`config.mk`:
```
export PLATFORM = sky130hd
export DESIGN_NAME = pasta_keystream_add
export DESIGN_NICKNAME = d
export VERILOG_FILES = /design/src/rtl/pasta_pkg.sv /design/src/rtl/pasta_mod_add_q.sv /design/src/rtl/pasta_keystream_add.sv
export SDC_FILE = /design/constraint.sdc
export NUM_CORES = 2
export LEC_CHECK = 0
export CAP_MARGIN = 15
export CORE_AREA = 4 4 300 302
export CTS_CLUSTER_SIZE = 40
export DETAILED_ROUTE_END_ITERATION = 16
export DIE_AREA = 0 0 304 306
export MAX_ROUTING_LAYER = met4
export PLACE_DENSITY = 0.72
export SLEW_MARGIN = 20
export SYNTH_ARGS = -nofsm -noshare
export SYNTH_HDL_FRONTEND = slang
export SYNTH_HIERARCHICAL = 1
export SYNTH_SLANG_ARGS = --single-unit
```
`constraint.sdc`:
```
create_clock -name clk -period 10.49 [get_ports clk]
set_input_delay 1.5735 -clock clk [delete_from_list [all_inputs] [get_ports clk]]
set_output_delay 1.5735 -clock clk [all_outputs]
set_load 0.01 [all_outputs]
```
`src/rtl/pasta_pkg.sv`:
```
// rtl/pasta_pkg.sv - shared parameters and FSM state type for the PASTA keystream adder
package pasta_pkg;

    localparam int PASTA_BITLEN = 17;
    localparam int PASTA_Q      = 65537;
    localparam int PASTA_S      = 32;

    typedef enum logic [2:0] {
        IDLE,
        PERM_START,
        PERM_WAIT,
        STREAM,
        DRAIN
    } state_e;

endpackage

```
`src/rtl/pasta_mod_add_q.sv`:
```
// rtl/pasta_mod_add_q.sv - combinational (a + b) mod Q with a single conditional subtract
module pasta_mod_add_q
    import pasta_pkg::*;
#(
    parameter int BITLEN = PASTA_BITLEN,
    parameter int Q      = PASTA_Q
) (
    input  logic [BITLEN-1:0] a_i,
    input  logic [BITLEN-1:0] b_i,
    output logic [BITLEN-1:0] sum_o
);

    localparam logic [BITLEN:0]   QW = (BITLEN+1)'(Q);
    localparam logic [BITLEN-1:0] QL = QW[BITLEN-1:0];

    logic [BITLEN:0] raw;

    assign raw = {1'b0, a_i} + {1'b0, b_i};

    // Only the low BITLEN bits of the difference are kept, so subtracting the
    // truncated modulus gives the same result as the full-width subtract.
    assign sum_o = (raw >= QW) ? (raw[BITLEN-1:0] - QL) : raw[BITLEN-1:0];

endmodule

```
`src/rtl/pasta_keystream_add.sv`:
```
// rtl/pasta_keystream_add.sv - adds PASTA keystream elements to a plaintext word stream mod Q
module pasta_keystream_add
    import pasta_pkg::*;
#(
    parameter int BITLEN = PASTA_BITLEN,
    parameter int Q      = PASTA_Q,
    parameter int S      = PASTA_S
) (
    input  logic                  clk,
    input  logic                  rst,
    input  logic                  start,
    input  logic [63:0]           nonce,
    input  logic [BITLEN-1:0]     pt_data,
    input  logic                  pt_valid,
    input  logic                  pt_last,
    output logic                  pt_ready,
    output logic [BITLEN-1:0]     ct_data,
    output logic                  ct_valid,
    output logic                  ct_last,
    input  logic                  ct_ready,
    output logic                  perm_rst,
    output logic [63:0]           perm_nonce,
    output logic [63:0]           perm_block_counter,
    input  logic [BITLEN*S-1:0]   perm_out_l,
    input  logic                  perm_done,
    output logic                  busy
);

    localparam int              IDXW     = (S > 1) ? $clog2(S) : 1;
    localparam logic [IDXW-1:0] IDX_LAST = IDXW'(S - 1);

    state_e                state_q, state_d;
    logic [63:0]           nonce_q, nonce_d;
    logic [63:0]           bc_q, bc_d;
    logic [BITLEN*S-1:0]   ks_q, ks_d;
    logic [IDXW-1:0]       idx_q, idx_d;
    logic                  wait_armed_q, wait_armed_d;
    logic [BITLEN-1:0]     ct_data_q, ct_data_d;
    logic                  ct_valid_q, ct_valid_d;
    logic                  ct_last_q, ct_last_d;

    logic [BITLEN-1:0]     ks_elem;
    logic [BITLEN-1:0]     sum_mod;
    logic                  pt_ready_c;
    logic                  perm_rst_c;
    logic                  pt_fire;

    assign ks_elem = ks_q[idx_q*BITLEN +: BITLEN];

    pasta_mod_add_q #(
        .BITLEN (BITLEN),
        .Q      (Q)
    ) u_mod_add (
        .a_i    (pt_data),
        .b_i    (ks_elem),
        .sum_o  (sum_mod)
    );

    always_comb begin
        state_d      = state_q;
        nonce_d      = nonce_q;
        bc_d         = bc_q;
        ks_d         = ks_q;
        idx_d        = idx_q;
        wait_armed_d = wait_armed_q;
        ct_data_d    = ct_data_q;
        ct_valid_d   = ct_valid_q;
        ct_last_d    = ct_last_q;
        pt_ready_c   = 1'b0;
        perm_rst_c   = 1'b0;
        pt_fire      = 1'b0;

        case (state_q)
            IDLE: begin
                perm_rst_c = 1'b1;
                if (start) begin
                    nonce_d = nonce;
                    bc_d    = '0;
                    state_d = PERM_START;
                end
            end
            PERM_START: begin
                perm_rst_c   = 1'b1;
                wait_armed_d = 1'b0;
                state_d      = PERM_WAIT;
            end
            PERM_WAIT: begin
                // The core's done flag may still be stale right after its reset.
                wait_armed_d = 1'b1;
                if (wait_armed_q && perm_done) begin
                    ks_d    = perm_out_l;
                    idx_d   = '0;
                    state_d = STREAM;
                end
            end
            STREAM: begin
                pt_ready_c = !ct_valid_q || ct_ready;
                pt_fire    = pt_valid && pt_ready_c;
                if (pt_fire) begin
                    idx_d = (idx_q == IDX_LAST) ? '0 : idx_q + 1'b1;
                    if (pt_last) begin
                        state_d = DRAIN;
                    end else if (idx_q == IDX_LAST) begin
                        bc_d    = bc_q + 64'd1;
                        state_d = PERM_START;
                    end
                end
            end
            DRAIN: begin
                if (!ct_valid_q || ct_ready) begin
                    state_d = IDLE;
                end
            end
            default: state_d = IDLE;
        endcase

        // Output register drains in every state, so a block boundary never stalls it.
        if (pt_fire) begin
            ct_data_d  = sum_mod;
            ct_valid_d = 1'b1;
            ct_last_d  = pt_last;
        end else if (ct_ready) begin
            ct_valid_d = 1'b0;
        end
    end

    always_ff @(posedge clk or negedge rst) begin
        if (!rst) begin
            state_q      <= IDLE;
            nonce_q      <= '0;
            bc_q         <= '0;
            ks_q         <= '0;
            idx_q        <= '0;
            wait_armed_q <= 1'b0;
            ct_data_q    <= '0;
            ct_valid_q   <= 1'b0;
            ct_last_q    <= 1'b0;
        end else begin
            state_q      <= state_d;
            nonce_q      <= nonce_d;
            bc_q         <= bc_d;
            ks_q         <= ks_d;
            idx_q        <= idx_d;
            wait_armed_q <= wait_armed_d;
            ct_data_q    <= ct_data_d;
            ct_valid_q   <= ct_valid_d;
            ct_last_q    <= ct_last_d;
        end
    end

    assign pt_ready           = pt_ready_c;
    assign perm_rst           = perm_rst_c;
    assign busy               = (state_q != IDLE);
    assign ct_data            = ct_data_q;
    assign ct_valid           = ct_valid_q;
    assign ct_last            = ct_last_q;
    assign perm_nonce         = nonce_q;
    assign perm_block_counter = bc_q;

endmodule

```
# Word level (Yosys, flattened, before mapping)
# Cells that the tools add are included.
dict set report word_totals {
  ff_bits 700
  mem_bits_rw 0
  romBits 0
  latchBits 0
  n_memories 0
  word_cells 67
  in_bits 632
}
dict set report op_classes {
  n_div 0
  n_bitwise 0
  n_mul 1
  muxes 23
  addsub 4
  shift 1
  eq_ne 12
  magnitude_cmp 1
  reduce_logical 16
}
# op n
set op_table {}
lappend op_table {{544-bit by 11-bit indexed part select with 17-bit output} 1}
lappend op_table {{64-bit 2-to-1 mux} 4}
lappend op_table {{64-bit one-hot mux with 2 select lines} 1}
lappend op_table {{64-bit by 1-bit adder with 64-bit output, second input constant} 1}
lappend op_table {{17-bit by 17-bit adder with 18-bit output} 1}
lappend op_table {{18-bit by 17-bit greater-or-equal comparator with 1-bit output, second input constant} 1}
lappend op_table {{3-bit 2-to-1 mux} 6}
lappend op_table {{17-bit 2-to-1 mux} 1}
lappend op_table {{17-bit subtractor, second input constant} 1}
lappend op_table {{5-bit 2-to-1 mux} 3}
lappend op_table {{3-bit one-hot mux with 5 select lines} 1}
lappend op_table {{2-bit != test, second input constant} 6}
lappend op_table {{5-bit by 5-bit multiplier with 10-bit output, second input constant} 1}
lappend op_table {{5-bit one-hot mux with 2 select lines} 1}
lappend op_table {{5-bit AND reduction} 2}
lappend op_table {{2-bit nonzero test} 4}
lappend op_table {{3-bit by 2-bit == test with 1-bit output, second input constant} 2}
lappend op_table {{5-bit by 1-bit adder with 5-bit output, second input constant} 1}
lappend op_table {{5-bit == test, second input constant} 1}
lappend op_table {{1-bit 2-to-1 mux} 5}
lappend op_table {{2-bit AND reduction} 2}
lappend op_table {{3-bit by 1-bit == test with 1-bit output, second input constant} 1}
lappend op_table {{3-bit == test, second input constant} 1}
lappend op_table {{3-bit zero test} 1}
lappend op_table {{8 further kinds} 9}

# Logic depth before layout (Yosys ltp)
dict set report depth {
  ltp_word 5
  depth_mapped 24
  ltp_nobuf 19
}

# Hierarchy
# Netlist, hierarchy kept.
# module cells_each area_per_inst_um2 instances
set modules_own_cells {}
lappend modules_own_cells {pasta_keystream_add 3505 31910.6 1}
lappend modules_own_cells {pasta_mod_add_q 224 1539.0 1}

# Worst setup path before layout
# Ideal clock, no wire load.
dict set report synth_timing {
  path_type {reg2reg}
  startpoint {register idx_q[1]}
  endpoint {register ct_data_q[9] (netlist: ct_data[9])}
  stages_incl_launch_ff 25
  required_ns 10.425
  slack_ns 5.770
  path_buffers 5
  arrival_ns 4.655
  synth_period_minus_slack_ns 4.720
  path_cell_list {dfrtp_1 > clkbuf_1 > buf_2 > buf_2 > clkbuf_1 > mux4_2 > mux2i_1 > nand2_1 > o211ai_1 > o211ai_1 > ha_1 > inv_1 > fa_1 > nand2b_1 > a21oi_2 > o211a_1 > or3_1 > a211o_1 > nor4_4 > a31oi_2 > buf_6 > nand3_1 > xnor2_1 > nand2_1 > nand2_1}
}
dict set report synth_via {
  elab_chain_cells 5
  elab_cells_between_ends 6
  classes_between {add/sub: 2; mul: 1; order compare: 1; shift: 1; mux: 1}
}
# element line_no
set synth_lines {}
lappend synth_lines {{start: declaration} pasta_keystream_add.sv:36} ;# logic [IDXW-1:0] idx_q, idx_d;
lappend synth_lines {{start signal: assignment} pasta_keystream_add.sv:143} ;# idx_q <= idx_d;
lappend synth_lines {{5-bit by 5-bit multiplier with 10-bit output (*)} pasta_keystream_add.sv:48} ;# assign ks_elem = ks_q[idx_q*BITLEN +: BITLEN];
lappend synth_lines {{544-bit by 11-bit indexed part select with 17-bit output (*)} pasta_keystream_add.sv:48}
lappend synth_lines {{net ks_elem[0]} pasta_keystream_add.sv:42} ;# logic [BITLEN-1:0] ks_elem;
lappend synth_lines {{17-bit by 17-bit adder with 18-bit output (*)} pasta_mod_add_q.sv:18} ;# assign raw = {1'b0, a_i} + {1'b0, b_i};
lappend synth_lines {{17-bit subtractor or 18-bit by 17-bit greater-or-equal comparator with 1-bit output (tied branches)} pasta_mod_add_q.sv:22} ;# assign sum_o = (raw >= QW) ? (raw[BITLEN-1:0] - QL) : raw[BITLEN-1:0];
lappend synth_lines {{17-bit 2-to-1 mux (*)} pasta_mod_add_q.sv:22}
lappend synth_lines {{net sum_mod[9]} pasta_keystream_add.sv:43} ;# logic [BITLEN-1:0] sum_mod;
lappend synth_lines {{end signal: assignment} pasta_keystream_add.sv:145} ;# ct_data_q <= ct_data_d;
lappend synth_lines {{end: declaration} pasta_keystream_add.sv:38} ;# logic [BITLEN-1:0] ct_data_q, ct_data_d;
# Mark *: on every way through the listed nets, which the timed path passes. The rest lies on a longest branch.
# A chain may end at the register's enable or synchronous reset.

# Worst setup path in the final report
dict set report layout_timing {
  startpoint {register idx_q[1]}
  endpoint {register ct_data_q[11] (netlist: ct_data[11])}
}
# The elaborated chain is that of the path after synthesis.

==> flow_summary.toml <==
[logic_synthesis]
post_synth_top_flop = "sky130_fd_sc_hd__dfrtp_1"
syn_area_sq_mm = 0.0334
portion_of_the_post_synthesis_area_used_by_sequential_elements = 0.524
synth-seq-cells = 700
synthDistinctLibCells = 71
syn-num-nets = 4384
synth_enable_flop_cells = 0
synthMuxAreaShare = 0.104
postSynthCellCount = 3729
post_synth_xor_area_fraction = 0.00890
synth_compound_gate_area_share = 0.0556
synth_simple_gate_area_share = 0.270
avgSynthCellArea_sq_um = 8.97
yosysWarningCount = 6
post_synth_fa_ha_maj_area_fraction = 0.00883
async_reset_ff_frac = 1.00
largest_family_of_logic_cells_by_synthesized_area = "simple AND/OR/NAND/NOR gates"

[timing]
grt_setup_unrepaired = "no"
worst_clock_skew_ps = 27.2
final-setup-viol-count = 0
peak_freq_ghz = 0.155
max_slew_margin = 0.221
finalCritPeriodShare = 0.613
hold_viol_final = 0
final.setup.worst_slack_ps = 4050
timing_max_transition_violations_final = 0
tightest_slew_ps = 1170
period_needed_ps = 6440
setup_tns_ps = 0

[grt]
grt_max_degree = 242
total_routing_usage_reported_by_global_routing = 0.273
global_route_wire_length_before_repair_um = 187000
grt_antenna_before_repair = 27
first_global_vias = 29400
global_route.overflow_total = 0

[cts]
path_clk_slew_ps = 60
clock_latency_on_the_worst_skew_pair_ps = 630
cts-hold-fix-buffers = 0
cts_made_buffers = 78
cts.sink_count = 700
tritoncts = "yes"
cts_setup_buffers = 0
worst_case_clock_buffer_depth = 3
cts_resized = 0
h-tree-depth = 3
cts-root-buf = "sky130_fd_sc_hd__clkbuf_16"

[placement]
hpwl_um = 94500
numPlacedInstances = 5470
numPortBuffers = 781
place_ws_ps = 3980
gp_congestion = 0.940

[worst_setup_path]
worstSetupEndpointType = "register"
worst_path_dominant_cell_family = "compound AO/OA/AOI/OAI gates"
path_class = "reg2reg"
critical_path.cell_chain = "buf_4 > mux4_2 > mux2_2 > o211ai_1 > o211ai_1 > ha_1 > inv_1 > fa_1 > nand2b_1 > a21oi_2 > o31ai_1 > o211ai_1 > nor4_2 > nor4_4 > a31oi_2 > nand4b_1 > xnor2_1 > nand2_1 > nand2_1"
crit_path_top_delay_cell = "sky130_fd_sc_hd__dfrtp_4"
r2r_slack_ps = 4050
cp_data_required_time_ps = 10990
critical_path.max_fanout = 53
cp_buf_inv_count = 2
crit_top_cell = "sky130_fd_sc_hd__o211ai_1"
cp-start-kind = "register"
critical_path.max_stage_delay_ps = 1030
cp.arrival_ps = 6940

[routing]
route.detailed.wl_per_inst_um = 22.5
drtPass1Iterations = 5
route.final.wire_length_um = 127000
drt_iter0_markers = 2761
route.detailed.vias_per_inst = 5.23
antenna_left = 0
route.vias.total = 29500
drt_drc_violations_left = 0

[cells_and_area]
layout.cells.most_common = "sky130_fd_sc_hd__nand2_1"
layout.filler_cells = 8019
final_cell_mix = "sky130_fd_sc_hd__nand2_1 (1,957), sky130_fd_sc_hd__clkdlybuf4s50_1 (780), sky130_fd_sc_hd__dfrtp_1 (695)"
layout-area-overhead-vs-synth_pct = 34.5
postLayoutCoreUtil = 0.513
stdcell_count = 5635
layout.nets = 5040
share_of_layout_cells_above_drive_strength_1 = 0.0708

[die]
coreArea_sq_mm = 0.0877
floorplan.die.height_um = 306
floorplan.initialDensity = 0.381
floorplan.io_pins = 782
chipWidth_um = 304
rows = 109
dieArea_sq_mm = 0.0930

[outcome]
outcome = "completed"

[power]
finalPower_uw = 12900
p_leak_uw = 0.0209
cellPowerDensity_mw_per_mm2 = 287
vdd_drop_max_mv = 0.203

[run]
maxCapViolCount = 0

[hold_path]
hold_class = "reg2reg"
-- flip-flops by register name (all words and copies together), names as in the netlist --
name,cells
perm_block_counter,64
ct_data,17
ks_q,544
ct_valid,1
ct_last,1
perm_nonce,64
idx_q,5
wait_armed_q,1
state_q,3
-- power by group --
group	leakage, uW	internal, uW	switching [uW]
clock	0.00135	1770	1170
sequential	0.00881	3870	850
combinational	0.0107	2250	3020
total	0.0209	7880	5040
-- routing by layer --
layer  routed length, um  vias to the layer above  GRT usage
met5                   0                        -          -
li1                    -                    13700          -
met1               50300                    14400      0.335
met2               60700                     1207      0.438
met3               10600                      220     0.0676
met4                5260                        0      0.107
-- cells by family (layout without fill, tap and decap cells) --
| kind of cell | Yosys count | after routing |
|---|---|---|
| and+or+nand+nor | 2243 | 2243 |
| DFF | 700 | 700 |
| AOI/OAI and AO/OA | 272 | 272 |
| buffers and inverters | 246 | 965 |
| muxes | 211 | 211 |
| xor gates and xnor gates | 34 | 34 |
| adders and majority gates | 23 | 23 |
| other | 0 | 22 |
-- path summary, 6_finish.rpt --
check | start | end | cells past startpoint
min | ks_q[267] | ks_q[267] | 2
min in group asynchronous | rst | ks_q[518] | 1
max reg2reg | idx_q[1] | ct_data[11] | 19
min reg2reg | ks_q[267] | ks_q[267] | 2
max in group asynchronous | rst | perm_nonce[44] | 3
max | idx_q[1] | ct_data[11] | 19
-- area by class of cell --
class                      instances  area, sq um  share of cell area
multi-input combinational       2783        15000               0.333
clock buffer                     107         2230              0.0496
timing repair buffer             807         8110               0.180
clock inverter                    36          539              0.0120
tap                             1165         1460              0.0324
sequential                       700        17500               0.390
antenna                           22         55.1             0.00122
inverter                          15         56.3             0.00125
-- stage by stage --
| step | cell area, sq um | hold slack, ps |
|---|---|---|
| detailed placement | 42100 | 459 |
| global placement | 42100 | 453 |
| finish | 45000 | 469 |
| CTS | 44900 | 473 |
| floorplan | 33400 | 440 |
| global route | 45000 | 483 |
-- worst register-to-register path, stage by stage, from the launching register on --
cell,delay [ps]
sky130_fd_sc_hd__dfrtp_4,1030
sky130_fd_sc_hd__buf_4,850
sky130_fd_sc_hd__mux4_2,600
sky130_fd_sc_hd__mux2_2,330
sky130_fd_sc_hd__o211ai_1,170
sky130_fd_sc_hd__o211ai_1,140
sky130_fd_sc_hd__ha_1,280
sky130_fd_sc_hd__inv_1,80
sky130_fd_sc_hd__fa_1,190
sky130_fd_sc_hd__nand2b_1,170
sky130_fd_sc_hd__a21oi_2,120
sky130_fd_sc_hd__o31ai_1,390
sky130_fd_sc_hd__o211ai_1,180
sky130_fd_sc_hd__nor4_2,550
sky130_fd_sc_hd__nor4_4,130
sky130_fd_sc_hd__a31oi_2,630
sky130_fd_sc_hd__nand4b_1,210
sky130_fd_sc_hd__xnor2_1,170
sky130_fd_sc_hd__nand2_1,70
sky130_fd_sc_hd__nand2_1,50
-- cells in the mapped netlist (3+ instances only) --
| cell | instances | area (sq um) |
|---|---|---|
| sky130_fd_sc_hd__inv_1 | 15 | 56.3 |
| sky130_fd_sc_hd__a22o_1 | 5 | 43.8 |
| sky130_fd_sc_hd__a21oi_1 | 64 | 320 |
| sky130_fd_sc_hd__o21ai_0 | 40 | 200 |
| sky130_fd_sc_hd__a21o_1 | 8 | 60.1 |
| sky130_fd_sc_hd__o21ai_1 | 5 | 25.0 |
| sky130_fd_sc_hd__o21a_1 | 7 | 52.6 |
| sky130_fd_sc_hd__buf_6 | 4 | 45.0 |
| sky130_fd_sc_hd__nand3_1 | 43 | 215 |
| sky130_fd_sc_hd__mux2i_1 | 82 | 821 |
| sky130_fd_sc_hd__o211ai_1 | 45 | 338 |
| sky130_fd_sc_hd__nand4_1 | 35 | 219 |
| sky130_fd_sc_hd__or3_1 | 16 | 100 |
| sky130_fd_sc_hd__and4_1 | 3 | 26.3 |
| sky130_fd_sc_hd__o31ai_1 | 35 | 263 |
| sky130_fd_sc_hd__nand2_1 | 1957 | 7350 |
| sky130_fd_sc_hd__buf_1 | 15 | 56.3 |
| sky130_fd_sc_hd__o31a_1 | 6 | 52.6 |
| sky130_fd_sc_hd__clkbuf_1 | 197 | 739 |
| sky130_fd_sc_hd__nor2b_1 | 4 | 25.0 |
| sky130_fd_sc_hd__nor2_1 | 62 | 233 |
| sky130_fd_sc_hd__or4_1 | 35 | 263 |
| sky130_fd_sc_hd__buf_2 | 14 | 70.1 |
| sky130_fd_sc_hd__and3_1 | 15 | 93.8 |
| sky130_fd_sc_hd__ha_1 | 22 | 275 |
| sky130_fd_sc_hd__xor2_1 | 8 | 70.1 |
| sky130_fd_sc_hd__mux2_2 | 21 | 236 |
| sky130_fd_sc_hd__mux4_2 | 108 | 2430 |
| sky130_fd_sc_hd__nor3_1 | 18 | 90.1 |
| sky130_fd_sc_hd__dfrtp_1 | 700 | 17500 |
| sky130_fd_sc_hd__a211oi_1 | 6 | 45.0 |
| sky130_fd_sc_hd__nand2b_1 | 7 | 43.8 |
| sky130_fd_sc_hd__nor4_1 | 18 | 113 |
| sky130_fd_sc_hd__and2_1 | 13 | 81.3 |
| sky130_fd_sc_hd__xnor2_1 | 26 | 228 |
| sky130_fd_sc_hd__a221oi_1 | 28 | 245 |
Note: power is estimated with default switching activity, not from simulation.
